===== config.mk =====
export PLATFORM = sky130hd
export DESIGN_NAME = rr_arbiter8
export DESIGN_NICKNAME = d
export VERILOG_FILES = /design/src/rtl/rr_arbiter8.sv
export SDC_FILE = /design/constraint.sdc
export NUM_CORES = 1
export LEC_CHECK = 0
export ABC_AREA = 1
export CAP_MARGIN = 10
export CORE_ASPECT_RATIO = 0.8
export CORE_MARGIN = 8
export CORE_UTILIZATION = 42
export CTS_BUF_LIST = sky130_fd_sc_hd__clkbuf_8
export DETAILED_ROUTE_END_ITERATION = 10
export PLACE_DENSITY_LB_ADDON = 0.12
export SYNTH_ARGS = -nofsm -noshare
export SYNTH_HDL_FRONTEND = slang
export SYNTH_SLANG_ARGS = --single-unit

===== constraint.sdc =====
create_clock -name clk -period 9.05 [get_ports clk]
set_input_delay 1.3575 -clock clk [delete_from_list [all_inputs] [get_ports clk]]
set_output_delay 1.3575 -clock clk [all_outputs]
set_load 0.005 [all_outputs]

===== src/rtl/rr_arbiter8.sv =====
// rr_arbiter8: eight-way round-robin arbiter with a two-state FSM.
// A grant is held until the holder releases, withdraws its request, or
// reaches the MAX_HOLD cycle limit. The grant is then dropped for at least
// one dead cycle, and the search pointer moves past the previous holder.
// Every output is registered.
module rr_arbiter8 #(
  parameter int unsigned MAX_HOLD = 15
) (
  input  logic       clk,
  input  logic       rst,
  input  logic [7:0] req_i,
  input  logic       release_i,
  output logic [7:0] gnt_o,
  output logic [2:0] gnt_idx_o,
  output logic       gnt_valid_o,
  output logic       timeout_o
);

  typedef enum logic {
    IDLE  = 1'b0,
    GRANT = 1'b1
  } state_t;

  // Hold count at which the current grant is forced off. It is reached
  // after MAX_HOLD cycles in GRANT.
  localparam logic [7:0] HOLD_LIMIT = 8'(MAX_HOLD - 1);

  state_t     state_q;
  logic [2:0] ptr_q;
  logic [7:0] hold_q;
  logic [7:0] gnt_q;
  logic [2:0] gnt_idx_q;
  logic       gnt_valid_q;
  logic       timeout_q;

  // Arbitration datapath
  logic [7:0] req_rot;
  logic [2:0] pick_off;
  logic [2:0] pick_idx;
  logic [7:0] pick_onehot;

  // GRANT exit causes
  logic       exit_release;
  logic       exit_withdraw;
  logic       exit_limit;
  logic       exit_any;

  // Rotate the request vector so that bit 0 is the requester at ptr.
  // The 3-bit sum wraps modulo 8 on its own.
  generate
    for (genvar gi = 0; gi < 8; gi++) begin : g_rot
      assign req_rot[gi] = req_i[3'(ptr_q + 3'(gi))];
    end
  endgenerate

  // Find the first set bit of the rotated vector; offset 0 means ptr itself.
  always_comb begin
    logic found;
    found    = 1'b0;
    pick_off = 3'd0;
    for (int i = 0; i < 8; i++) begin
      if (!found && req_rot[i]) begin
        found    = 1'b1;
        pick_off = 3'(i);
      end
    end
  end

  assign pick_idx = ptr_q + pick_off;

  // One-hot decode of the chosen index.
  generate
    for (genvar gi = 0; gi < 8; gi++) begin : g_dec
      assign pick_onehot[gi] = (pick_idx == 3'(gi));
    end
  endgenerate

  assign exit_release  = release_i;
  assign exit_withdraw = ~req_i[gnt_idx_q];
  assign exit_limit    = (hold_q == HOLD_LIMIT);
  assign exit_any      = exit_release | exit_withdraw | exit_limit;

  // Arbiter FSM. It updates state, pointer, hold counter and all
  // registered outputs.
  always_ff @(posedge clk) begin
    if (rst) begin
      state_q     <= IDLE;
      ptr_q       <= 3'd0;
      hold_q      <= 8'd0;
      gnt_q       <= 8'h00;
      gnt_idx_q   <= 3'd0;
      gnt_valid_q <= 1'b0;
      timeout_q   <= 1'b0;
    end else begin
      // timeout is a single-cycle pulse unless the exit branch below sets it.
      timeout_q <= 1'b0;
      case (state_q)
        IDLE: begin
          if (|req_i) begin
            state_q     <= GRANT;
            gnt_q       <= pick_onehot;
            gnt_idx_q   <= pick_idx;
            gnt_valid_q <= 1'b1;
            hold_q      <= 8'd0;
          end
        end
        GRANT: begin
          if (exit_any) begin
            // gnt_idx keeps the last holder. The pointer moves just past it.
            state_q     <= IDLE;
            ptr_q       <= gnt_idx_q + 3'd1;
            gnt_q       <= 8'h00;
            gnt_valid_q <= 1'b0;
            hold_q      <= 8'd0;
            // An exit counts as a timeout only when the hold limit is the
            // sole cause.
            timeout_q   <= exit_limit & ~exit_release & ~exit_withdraw;
          end else begin
            // Requests from other requesters are ignored while a grant is held.
            hold_q <= hold_q + 8'd1;
          end
        end
        default: begin
          state_q <= IDLE;
        end
      endcase
    end
  end

  assign gnt_o       = gnt_q;
  assign gnt_idx_o   = gnt_idx_q;
  assign gnt_valid_o = gnt_valid_q;
  assign timeout_o   = timeout_q;

endmodule


Yosys cells after proc, flatten, opt, wreduce, memory -nomap -nowiden
Cells that the tools add are included.
{"block": "totals", "word_cells": 108, "ff_bits": 25}
{"block": "classes", "bitwise_logic": 8, "muxes": 44, "reduce_logical": 20, "n_eq_ne": 10, "n_lt_le_gt_ge": 9, "add_sub_neg": 10}
{"op": "$lt 3x4->1 const B", "n": 9}
{"op": "$mux 8", "n": 4}
{"op": "$pmux 8 s2", "n": 2}
{"op": "$bmux 1 s3", "n": 9}
{"op": "$mux 1", "n": 21}
{"op": "$mux 3", "n": 5}
{"op": "$add 3x3->3 const B", "n": 4}
{"op": "$eq 3x3->1 const B", "n": 4}
{"op": "$add 8x1->8 const B", "n": 1}
{"op": "$eq 8x4->1 const B", "n": 1}
{"op": "$reduce_or 8->1", "n": 1}
{"op": "$logic_and 1x1->1", "n": 7}
{"op": "$logic_not 1->1", "n": 7}
{"op": "$add 3x1->3 const B", "n": 2}
{"op": "$add 3x2->3 const B", "n": 2}
{"op": "$eq 3x2->1 const B", "n": 2}
{"op": "$reduce_and 2->1", "n": 3}
{"op": "$not 1->1", "n": 4}
{"op": "$pmux 1 s2", "n": 2}
{"op": "$add 3x3->3", "n": 1}
{"op": "$eq 3x1->1 const B", "n": 1}
{"op": "$logic_not 3->1", "n": 1}
{"op": "$reduce_or 3->1", "n": 1}
{"op": "$and 1x1->1", "n": 2}
{"op": "4 further kinds", "n": 5}

Longest topological paths before layout
Gate-level depths: netlist of the first run.
{"block": "logic_depth", "word_depth": 28, "depth_mapped": 21, "depth_no_buf": 20}

Worst setup path before layout of the first run
Ideal clock, no wire load.
{"block": "synth_timing", "kind": "input port to flip-flop", "from": "in req_i[6]", "to": "reg gnt_q[5] (netlist: gnt_o[5])", "required_ns": 8.914, "t_arrival_ns": 3.178, "path_buffers": 0, "path_slack_ns": 5.736, "cell_stages": 15, "path_cell_list": "nand2_1 -> nand3_1 -> nand3_1 -> nand2_1 -> inv_1 -> nand4_4 -> o2111ai_1 -> ha_1 -> fa_1 -> xnor2_1 -> nand3_2 -> nand2_4 -> inv_4 -> nand2_1 -> a21oi_2"}
{"block": "synth_between", "elab_chain_len": 28, "word_cells_on_any_way": 57, "cone_classes": "add/sub: 1; eq/ne: 3; mux: 34; bitwise: 3; reduce/logical: 16"}
{"item": "start: declaration", "line": "11", "source": "input logic [7:0] req_i,"}
{"item": "$bmux 1 s3", "line": "52", "source": "assign req_rot[gi] = req_i[3'(ptr_q + 3'(gi))];"}
{"item": "$mux 1 (not written as such)", "line": "52"}
{"item": "$mux 1", "line": "62", "source": "if (!found && req_rot[i]) begin"}
{"item": "$logic_not 1->1", "line": "62"}
{"item": "$logic_and 1x1->1", "line": "62"}
{"item": "$mux 1", "line": "62"}
{"item": "$logic_not 1->1", "line": "62"}
{"item": "$logic_and 1x1->1", "line": "62"}
{"item": "(+12 left out)"}
{"item": "$mux 1", "line": "62"}
{"item": "$logic_not 1->1", "line": "62"}
{"item": "$logic_and 1x1->1", "line": "62"}
{"item": "$mux 3", "line": "62"}
{"item": "$add 3x3->3", "line": "69", "source": "assign pick_idx = ptr_q + pick_off;"}
{"item": "$eq 3x3->1", "line": "74", "source": "assign pick_onehot[gi] = (pick_idx == 3'(gi));"}
{"item": "$mux 8", "line": "99", "source": "if (|req_i) begin"}
{"item": "$pmux 8 s2", "line": "97", "source": "case (state_q)"}
{"item": "end signal: assignment", "line": "101", "source": "gnt_q <= pick_onehot;"}
{"item": "end: declaration", "line": "31", "source": "logic [7:0] gnt_q;"}
Several ways; a longest one is shown, not always the timed one. The select of a mux whose other input is x is not followed.
A chain may end at the register's enable or synchronous reset.

Worst setup path after layout of the first run
{"block": "layout_timing", "from": "in req_i[6]", "to": "reg gnt_q[7] (netlist: gnt_o[7])"}
The elaborated chain is that of the path after synthesis.

==> metrics.md, run 1 <==
| Metric | Value |
|---|---|
| Post-route core utilization | `50.9%` |
| Outcome | `finished clean` |
| Via density | `~5` |
| # DRC | `0` |
| FILL cells | `456` |
| Tmin final | `3.85 ns` |
| Vias | `1675` |
| CTS tree | `done` |
| Mapped Nets | `between 200 and 300` |
| Initial Utilization | `a little over two fifths` |
| Die Span X | `89.1 µm` |
| Dpl cell area | `2070 µm²` |
| Netlist cell types | `35` |
| Pin count of the biggest net entering global routing | `22` |
| Post-synth ARST share | `0%` |
| Layout cells sized above 1 | `15.5%` |
| # setup viols final | `0` |
| Max-cap violations | `0` |
| Crit Path Max Fanout | `5` |
| TritonCTS Buffers | `3` |
| ANT cells | `0` |
| Critical path type | `in -> reg` |
| Final TNS setup | `0 ns` |
| Avg Inst Size Synth | `7.04 µm²` |
| Synth Register Bits | `25` |
| Post-synth EDFFs | `0` |
| CTS resizes | `0` |
| Layout net count | `297` |
| Root Buffer | `clkbuf_8` |
| Arrival time worst endpoint | `3.98 ns` |
| DRT Wirelength | `4.06 mm` |
| Seq/Total Area, Yosys | `27.9%` |
| Mapped Area | `1790 µm²` |
| Core area | `approximately 4200 µm²` |
| Period Utilization, post-route | `42.5%` |
| Gr usage total | `13.3%` |
| Power per cell area | `247 nW/µm²` |
| Max Freq | `0.260 GHz` |
| Drt first-iter violations | `88` |
| Unrepaired setup endpoints after global routing | `false` |
| Slew headroom | `40.4%` |
| Total power | `roughly 0.52 mW` |
| Postcts setup bufs | `0` |
| Post-Syn Instances | `255` |
| WL/cell | `about 12 µm` |
| Vias in the first global route | `1550` |
| Hold Slack | `0.469 ns` |
| Setup ws final | `5.20 ns` |
| Setup crit end kind | `flop` |
| Grt ovf | `0` |
| Worst VDD drop | `115 µV` |
| IO Pins | `24` |
| Clk sinks | `25` |
| Port bufs | `23` |
| Hold Fails Final Rpt | `0` |
| Least-Margin Pin Slew | `0.891 ns` |
| DRT antenna net count | `0` |
| Synth-to-Final Area Change | `17.7%` |
| Number of hold buffers added after cts | `0` |
| Yosys warnings | `0` |
| Finished Layout Cells | `335` |
| Antenna violations before repair | `0` |
| CP most frequent cell | `nand2_1` |
| Clk_lat worst skew | `0.27 ns` |
| Max incr delay on CP | `0.58 ns` |
| Reg clk slew, reported paths | `approximately 0.090 ns` |
| Startpoint Class | `primary input` |
| Cell count after placement | `331` |
| First drt pass iteration count | `4` |
| DP HPWL | `3.20 mm` |
| LEAKAGE | `0.924 nW` |
| GPL Wtd Cong | `0.828` |
| H-tree Lvls | `1` |
| First-pass GRT wire length | `between 7 and 8 mm` |
| Clock Skew | `approximately 0.0045 ns` |
| Max clock buf depth | `2` |
| Sequence of cells on the critical path | `clkdlybuf4s50_1 -> nand2_1 -> nand3_1 -> nand3_1 -> nand2_1 -> inv_1 -> nand4_4 -> o2111ai_1 -> ha_1 -> fa_1 -> xnor2_1 -> nand3_2 -> nand2_4 -> inv_4 -> nand2_1 -> a21oi_2` |
| Req. time, crit path | `9.18 ns` |
| Std-Cell Rows | `21` |
| Pre-CTS setup slack | `4.90 ns` |
| Fin area | `2110 µm²` |
| CP max stage cell | `clkdlybuf4s50_1` |
| Die H | `74.5 µm` |
| Post-synth top flop | `dfxtp_1` |
| Hold Path Class | `reg -> reg` |
| Die area | `6630 µm²` |
| Number of max-slew violations in the final report | `0` |
[power breakdown]
group	internal, mW	total (mW)	switching (mW)
clock network	0.0309	0.0672	0.0363
logic	0.118	0.299	0.181
registers	0.129	0.156	0.0274
total	0.278	0.523	0.245
[cells by family (layout without fill, tap and decap cells)]
kind of cell | after synthesis | count (layout) | share of synthesized area, %
AOI/OAI and AO/OA | 37 | 37 | 13.8
buffers and inverters | 34 | 57 | 8.37
xor gates and xnor gates | 8 | 8 | 4.32
and+or+nand+nor | 144 | 144 | 40.3
adders and majority gates | 7 | 7 | 5.30
DFF | 25 | 25 | 27.9
[layer usage]
layer / part of all wire [%] / wire [µm] / global-route usage, %
met1: 52 / 2130 / 19.1
met2: 42 / 1700 / 20.0
met3: 5.2 / 209 / 3.20
met4: 0.44 / 18 / 1.65
met5: 0 / 0 / 0
[placed cells by master, fill, tap and decap left out, drive strengths merged]
| cell type | instances |
|---|---|
| a21oi | 22 |
| a22oi | 1 |
| and3 | 1 |
| clkbuf | 3 |
| clkdlybuf4s50 | 23 |
| clkinv | 2 |
| dfxtp | 25 |
| fa | 1 |
| ha | 6 |
| inv | 29 |
| nand2 | 82 |
| nand3 | 32 |
| nand4 | 3 |
| nor2 | 17 |
| nor3 | 3 |
| nor4 | 6 |
| o2111ai | 1 |
| o211a | 1 |
| o211ai | 1 |
| o21ai | 9 |
| o31ai | 2 |
| xnor2 | 5 |
| xor2 | 3 |
[final timing paths]
kind                            startpoint  endpoint  slack (ns)  cells after the start
worst max-delay path              req_i[6]  gnt_o[7]        5.20                     16
worst min-delay path              gnt_o[4]  gnt_o[4]        0.47                      2
worst max register to register    ptr_q[0]  gnt_o[7]        5.71                     17
worst min register to register    gnt_o[4]  gnt_o[4]        0.47                      2
[critical path: cells and delay by family]
family	cells	cell delay [ns]
xor gates and xnor gates	1	0.21
buffers and inverters	3	0.72
and+or+nand+nor	8	0.94
AOI/OAI and AO/OA	2	0.17
adders and majority gates	2	0.59
[area by class of cell]
cell class / instances / area [µm²] / share of cell area (%)
well taps: 57 / 71.3 / 3.38
clock inverters: 1 / 5.00 / 0.237
inverters: 30 / 120 / 5.69
flip-flops and latches: 25 / 500 / 23.7
clock buffers: 3 / 41.3 / 1.95
repair buffers: 23 / 230 / 10.9
multi-input cells: 196 / 1140 / 54.1
[registers in the layout, summed over array words and instances, names as in the netlist]
name	count
gnt_idx_o	3
gnt_o	8
gnt_valid_o	1
hold_q	8
ptr_q	3
state_q	1
timeout_o	1
[cell usage after synthesis, types with 3 or more instances]
master | number | area share [%]
a21oi_2 | 8 | 3.9
nor4_1 | 6 | 2.1
ha_1 | 6 | 4.2
inv_2 | 5 | 1.0
nand2_1 | 66 | 14
nand2_2 | 12 | 4.2
nand3_1 | 29 | 8.1
o21ai_0 | 9 | 2.5
xor2_1 | 3 | 1.5
nor2_1 | 15 | 3.1
dfxtp_1 | 25 | 28
nand2_4 | 4 | 2.5
inv_1 | 22 | 4.6
nand3_2 | 3 | 1.7
nor3_1 | 3 | 0.84
a21oi_1 | 14 | 3.9
xnor2_1 | 4 | 2.0
Note: power is estimated with default switching activity, not from simulation.
==> run 2, diff against run 1 <==
Clock period 9.05 ns to 3.71 ns, I/O delays scaled along.
==> run 2 against run 1 <==
- critical path depth grew 2
- die area is the same
- non-clock buffer count grew 2
- clock skew grew 0.0011 ns
- register-to-register slack lost 5.3 ns
- combinational power grew 150%
- total power grew 140%
- largest power group unchanged
- cell count grew 0.60%
- setup slack lost 4.8 ns
==> metrics.md, run 2 (synthesis results as in run 1) <==
| Metric | Value |
|---|---|
| Outcome | `finished clean` |
| Clk_lat worst skew | `0.27 ns` |
| Die Span X | `89.1 µm` |
| Req. time, crit path | `approximately 3.9 ns` |
| H-tree Lvls | `1` |
| # setup viols final | `0` |
| Least-Margin Pin Slew | `0.519 ns` |
| Drt first-iter violations | `roughly 90` |
| Die H | `74.5 µm` |
| Max-cap violations | `0` |
| Hold Path Class | `reg -> reg` |
| Clock Skew | `0.00564 ns` |
| Part of the power in registers | `29.1%` |
| Clock share of power | `12.7%` |
| Port bufs | `23` |
| NetSw | `0.598 mW` |
| Hold Startpoint | `gnt_o[4]` |
| Hold path depth | `2` |
| Vias in the first global route | `1521` |
| Setup ws final | `0.375 ns` |
| Number of hold buffers added after cts | `0` |
| Number of max-slew violations in the final report | `0` |
| Period Utilization, post-route | `around nine tenths` |
| Hold Slack | `0.464 ns` |
| Worst R2R Start | `ptr_q[0]` |
| Grt ovf | `0` |
| ANT cells | `0` |
| Final TNS setup | `0 ns` |
| CTS tree | `done` |
| Sw Ratio | `46.7%` |
| Unrepaired setup endpoints after global routing | `false` |
| First drt pass iteration count | `4` |
| R2R Setup Slk | `approximately 0.38 ns` |
| Post-route core utilization | `approximately half` |
| Core area | `4150 µm²` |
| Setup crit end kind | `flop` |
| CTS resizes | `0` |
| Max clock buf depth | `2` |
| Arrival time worst endpoint | `3.54 ns` |
| WL/cell | `12.0 µm` |
| Reg clk slew, reported paths | `approximately 0.090 ns` |
| Max Freq | `~0.3 GHz` |
| Die area | `between 6000 and 7000 µm²` |
| Startpoint Class | `flop` |
| Worst VDD drop | `317 µV` |
| # DRC | `0` |
| Slew headroom | `65.4%` |
| Power per cell area | `601 nW/µm²` |
| Setup crit start | `ptr_q[0]` |
| Total power | `1.28 mW` |
| Pre-CTS setup slack | `between 0.3 and 0.4 ns` |
| Worst Reg-to-Reg Cells | `18` |
| Comb power frac | `58.1%` |
| Std-Cell Rows | `21` |
| Most common cell after layout, fill and taps aside | `nand2_1` |
| TritonCTS Buffers | `3` |
| Cell internal pwr | `0.681 mW` |
| Hold Fails Final Rpt | `0` |
| DRT Wirelength | `approximately 4 mm` |
| Antenna violations before repair | `0` |
| Critical path type | `reg -> reg` |
| Postcts setup bufs | `0` |
| First-pass GRT wire length | `7.00 mm` |
| Layout cells sized above 1 | `16.1%` |
| Crit Path Max Fanout | `11` |
| Gr usage total | `between 10% and 20%` |
| Most frequent cells in the layout | `66 x nand2_1, 29 x nand3_1, 25 x dfxtp_1` |
| Layout net count | `299` |
| Vias | `1684` |
| Pin count of the biggest net entering global routing | `15` |
| Via density | `5.00` |
| GPL Wtd Cong | `0.829` |
| LEAKAGE | `0.934 nW` |
| Clk sinks | `25` |
| DP HPWL | `3.25 mm` |
| Initial Utilization | `43.2%` |
| Synth-to-Final Area Change | `18.5%` |
| Root Buffer | `clkbuf_8` |
| Tmin final | `3.33 ns` |
| IO Pins | `24` |
| DRT antenna net count | `0` |
==> run 2: changes by cell type in the layout (fill, tap and decap cells not counted), sizes merged <==
cell  delta
buf      +2
==> run 2: power by group through the flow <==
stage / Combinational (mW) / Sequential, mW / Clock (mW)
floorplan: 0.577 / 0.362 / 0
global placement: 0.745 / 0.379 / 0
detailed placement: 0.748 / 0.378 / 0
CTS: 0.752 / 0.373 / 0.167
global route: 0.840 / 0.380 / 0.181
finish: 0.743 / 0.373 / 0.163
==> run 2: path summary, 6_finish.rpt <==
check,endpoint
hold reg to reg,gnt_o[4]
hold / removal,gnt_o[4]
setup reg to reg,gnt_idx_o[2]
setup / recovery,gnt_idx_o[2]
==> run 2: routing by layer <==
layer | share of wire (%) | track usage, % | wire [µm]
met5 | 0 | 0 | 0
met1 | 53 | 18.5 | 2150
met4 | 0.42 | 2.02 | 17
met3 | 5.4 | 3.86 | 220
met2 | 41 | 19.4 | 1670
==> run 2: layout make-up <==
| type | instances | area, µm² |
|---|---|---|
| fill | 453 | 2020 |
| multi-input combinational | 196 | 1140 |
| sequential | 25 | 500 |
| timing repair buffer | 25 | 245 |
| inverter | 30 | 120 |
| tap | 57 | 71.3 |
| clock buffer | 3 | 41.3 |
| clock inverter | 1 | 5.00 |
==> run 2: through the flow <==
step,cell area (µm²),cells
after floorplan,1790,255
after global placement,2080,333
after detailed placement,2080,333
after CTS,2130,337
after global routing,2130,337
final,2130,337
==> run 2: critical path: stages, from the launching register on <==
cell and delay, ns:
dfxtp_1 0.66, inv_6 0.12, ha_1 0.40, inv_1 0.11, nand3_1 0.12, nand3_1 0.08
nand2_1 0.15, inv_1 0.10, nand4_4 0.13, o2111ai_1 0.11, ha_1 0.21, fa_1 0.37
xnor2_1 0.22, inv_1 0.08, nand2_2 0.10, nand2_4 0.08, inv_4 0.06, nand2_1 0.05
a21oi_2 0.11
==> run 3, diff against run 2 <==
Settings changed: DONT_BUFFER_PORTS set to 1.
==> run 3 against run 2 <==
- fmax rose by 0.68%
- clock power fell by 6%
- sequential power rose by 2%
- global-route usage rose by 0.50 points
- worst hold slack got worse by 0.12 ns
- utilization fell by 5.8 points
- first-iteration DRC count fell by 16%
- register-to-register slack improved by 0.02 ns
- largest cell class unchanged
- largest power group unchanged
- highest routed layer unchanged
==> metrics.md, run 3 (synthesis results as in run 1) <==
| Metric | Value |
|---|---|
| Drt first-iter violations | `between 70 and 80` |
| DP HPWL | `3.34 mm` |
| CTS resizes | `0` |
| Max clock buf depth | `2` |
| Worst Reg-to-Reg Cells | `18` |
| Number of max-slew violations in the final report | `0` |
| DRT antenna net count | `0` |
| Die area | `6630 µm²` |
| Slew headroom | `between 60 and 70%` |
| Hold endpoint | `gnt_o[7]` |
| Arrival time worst endpoint | `3.52 ns` |
| First-pass GRT wire length | `7.16 mm` |
| LEAKAGE | `0.846 nW` |
| Worst R2R Start | `ptr_q[0]` |
| First drt pass iteration count | `4` |
| Reg2reg end | `gnt_o[7]` |
| Core area | `between 4000 and 5000 µm²` |
| ANT cells | `0` |
| Worst VDD drop | `211 µV` |
| Postcts setup bufs | `0` |
| Die Span X | `89.1 µm` |
| Clock Skew | `0.00318 ns` |
| GPL Wtd Cong | `0.803` |
| Power per cell area | `between 600 and 700 nW/µm²` |
| DRT Wirelength | `4.16 mm` |
| Clock share of power | `12.8%` |
| FILL cells | `458` |
| Vias in the first global route | `1475` |
| IO Pins | `24` |
| Req. time, crit path | `3.92 ns` |
| Std-Cell Rows | `21` |
| Vias | `1627` |
| Root Buffer | `clkbuf_8` |
| CTS tree | `done` |
| Tmin final | `3.31 ns` |
| Setup crit end kind | `flop` |
| Grt ovf | `0` |
| Synth-to-Final Area Change | `5.23%` |
| Multi-input logic area | `1140 µm²` |
| FF/Latch Area | `500 µm²` |
| Die H | `74.5 µm` |
| NetSw | `0.583 mW` |
| Hold Fails Final Rpt | `0` |
| Reg clk slew, reported paths | `0.08 ns` |
| Outcome | `finished clean` |
| Max-cap violations | `0` |
| # setup viols final | `0` |
| Clk_lat worst skew | `0.26 ns` |
| Unrepaired setup endpoints after global routing | `false` |
| Layout cells sized above 1 | `16.8%` |
| Gr usage total | `13.6%` |
| Comb power frac | `between 50% and 60%` |
| Sw Ratio | `48.6%` |
| Max Freq | `0.302 GHz` |
| TritonCTS Buffers | `3` |
| Period Utilization, post-route | `89.3%` |
| Startpoint Class | `flop` |
| Least-Margin Pin Slew | `0.465 ns` |
| H-tree Lvls | `1` |
| Crit Path Max Fanout | `11` |
| Initial Utilization | `43.2%` |
| Antenna violations before repair | `0` |
| Final TNS setup | `0 ns` |
| Critical path type | `reg -> reg` |
| Most common cell after layout, fill and taps aside | `nand2_1` |
| Hold Slack | `0.344 ns` |
| Cell internal pwr | `slightly above 0.6 mW` |
| Number of hold buffers added after cts | `0` |
| Via density | `roughly 5.2` |
| R2R Setup Slk | `a little under 0.4 ns` |
| WL/cell | `13.3 µm` |
| Clk sinks | `25` |
| Part of the power in registers | `31.8%` |
| Hold Startpoint | `rst` |
| Pin count of the biggest net entering global routing | `22` |
| Hold path depth | `1` |
| Layout net count | `about 280` |
| Hold Path Class | `in -> reg` |
| Port bufs | `0` |
| # DRC | `0` |
| Most frequent cells in the layout | `66 x nand2_1, 29 x nand3_1, 25 x dfxtp_1` |
[run 3: cell types whose count changed in the layout (fill, tap and decap cells not counted)]
cell,before,now
inv_1,22,23
clkinv_2,1,0
buf_4,2,1
clkdlybuf4s50_1,23,0
[run 3: metrics by stage]
stage	total power [mW]	utilization, %	instances	setup WS (ns)	area (µm²)
finish	1.20	45.5	313	0.397	1890
global route	1.32	45.5	313	0.100	1890
CTS	1.22	45.5	313	0.387	1890
detailed placement	1.06	44.4	309	0.405	1840
global placement	1.05	44.4	309	0.507	1840
floorplan	0.939	-	255	0.796	1790
[run 3: worst max path at each step]
stage / startpoint / end / cells past startpoint
2_1_floorplan: ptr_q[1] / gnt_o[7] / 17
3_3_place_gp: ptr_q[0] / gnt_idx_o[2] / 18
3_5_place_dp: ptr_q[0] / gnt_idx_o[2] / 18
4_1_cts: ptr_q[0] / gnt_o[5] / 18
5_1_grt: ptr_q[0] / gnt_idx_o[2] / 20
6_report: ptr_q[0] / gnt_o[7] / 18
[run 3: routing by layer]
| layer | share of wire, % | GRT usage (%) |
|---|---|---|
| met1 | 50 | 19.0 |
| met2 | 40 | 19.8 |
| met3 | 9.2 | 4.86 |
| met4 | 0.58 | 2.21 |
| met5 | 0 | 0 |
[run 3: cell type report]
cell class / instances / share of cell area [%]
Sequential cell: 25 / 26.5
Tap cell: 57 / 3.78
Clock buffer: 3 / 2.19
Timing Repair Buffer: 1 / 0.398
Multi-Input combinational cell: 196 / 60.6
Clock inverter: 1 / 0.199
Inverter: 30 / 6.36
[run 3: power by group through the flow]
stage | Clock [mW] | Sequential (mW) | Combinational, mW
finish | 0.154 | 0.382 | 0.665
global route | 0.176 | 0.395 | 0.754
CTS | 0.163 | 0.386 | 0.670
detailed placement | 0 | 0.391 | 0.668
global placement | 0 | 0.391 | 0.662
floorplan | 0 | 0.362 | 0.577
[run 3: worst max-delay path, stage by stage (launching register included)]
cell and delay [ns]:
dfxtp_1 0.61, inv_6 0.11, ha_1 0.40, inv_1 0.10, nand3_1 0.11, nand3_1 0.08, nand2_1 0.16, inv_1 0.10
nand4_4 0.12, o2111ai_1 0.13, ha_1 0.22, fa_1 0.37, xnor2_1 0.25, inv_1 0.08, nand2_2 0.10, nand2_4 0.08
inv_4 0.07, nand2_1 0.06, a21oi_2 0.10
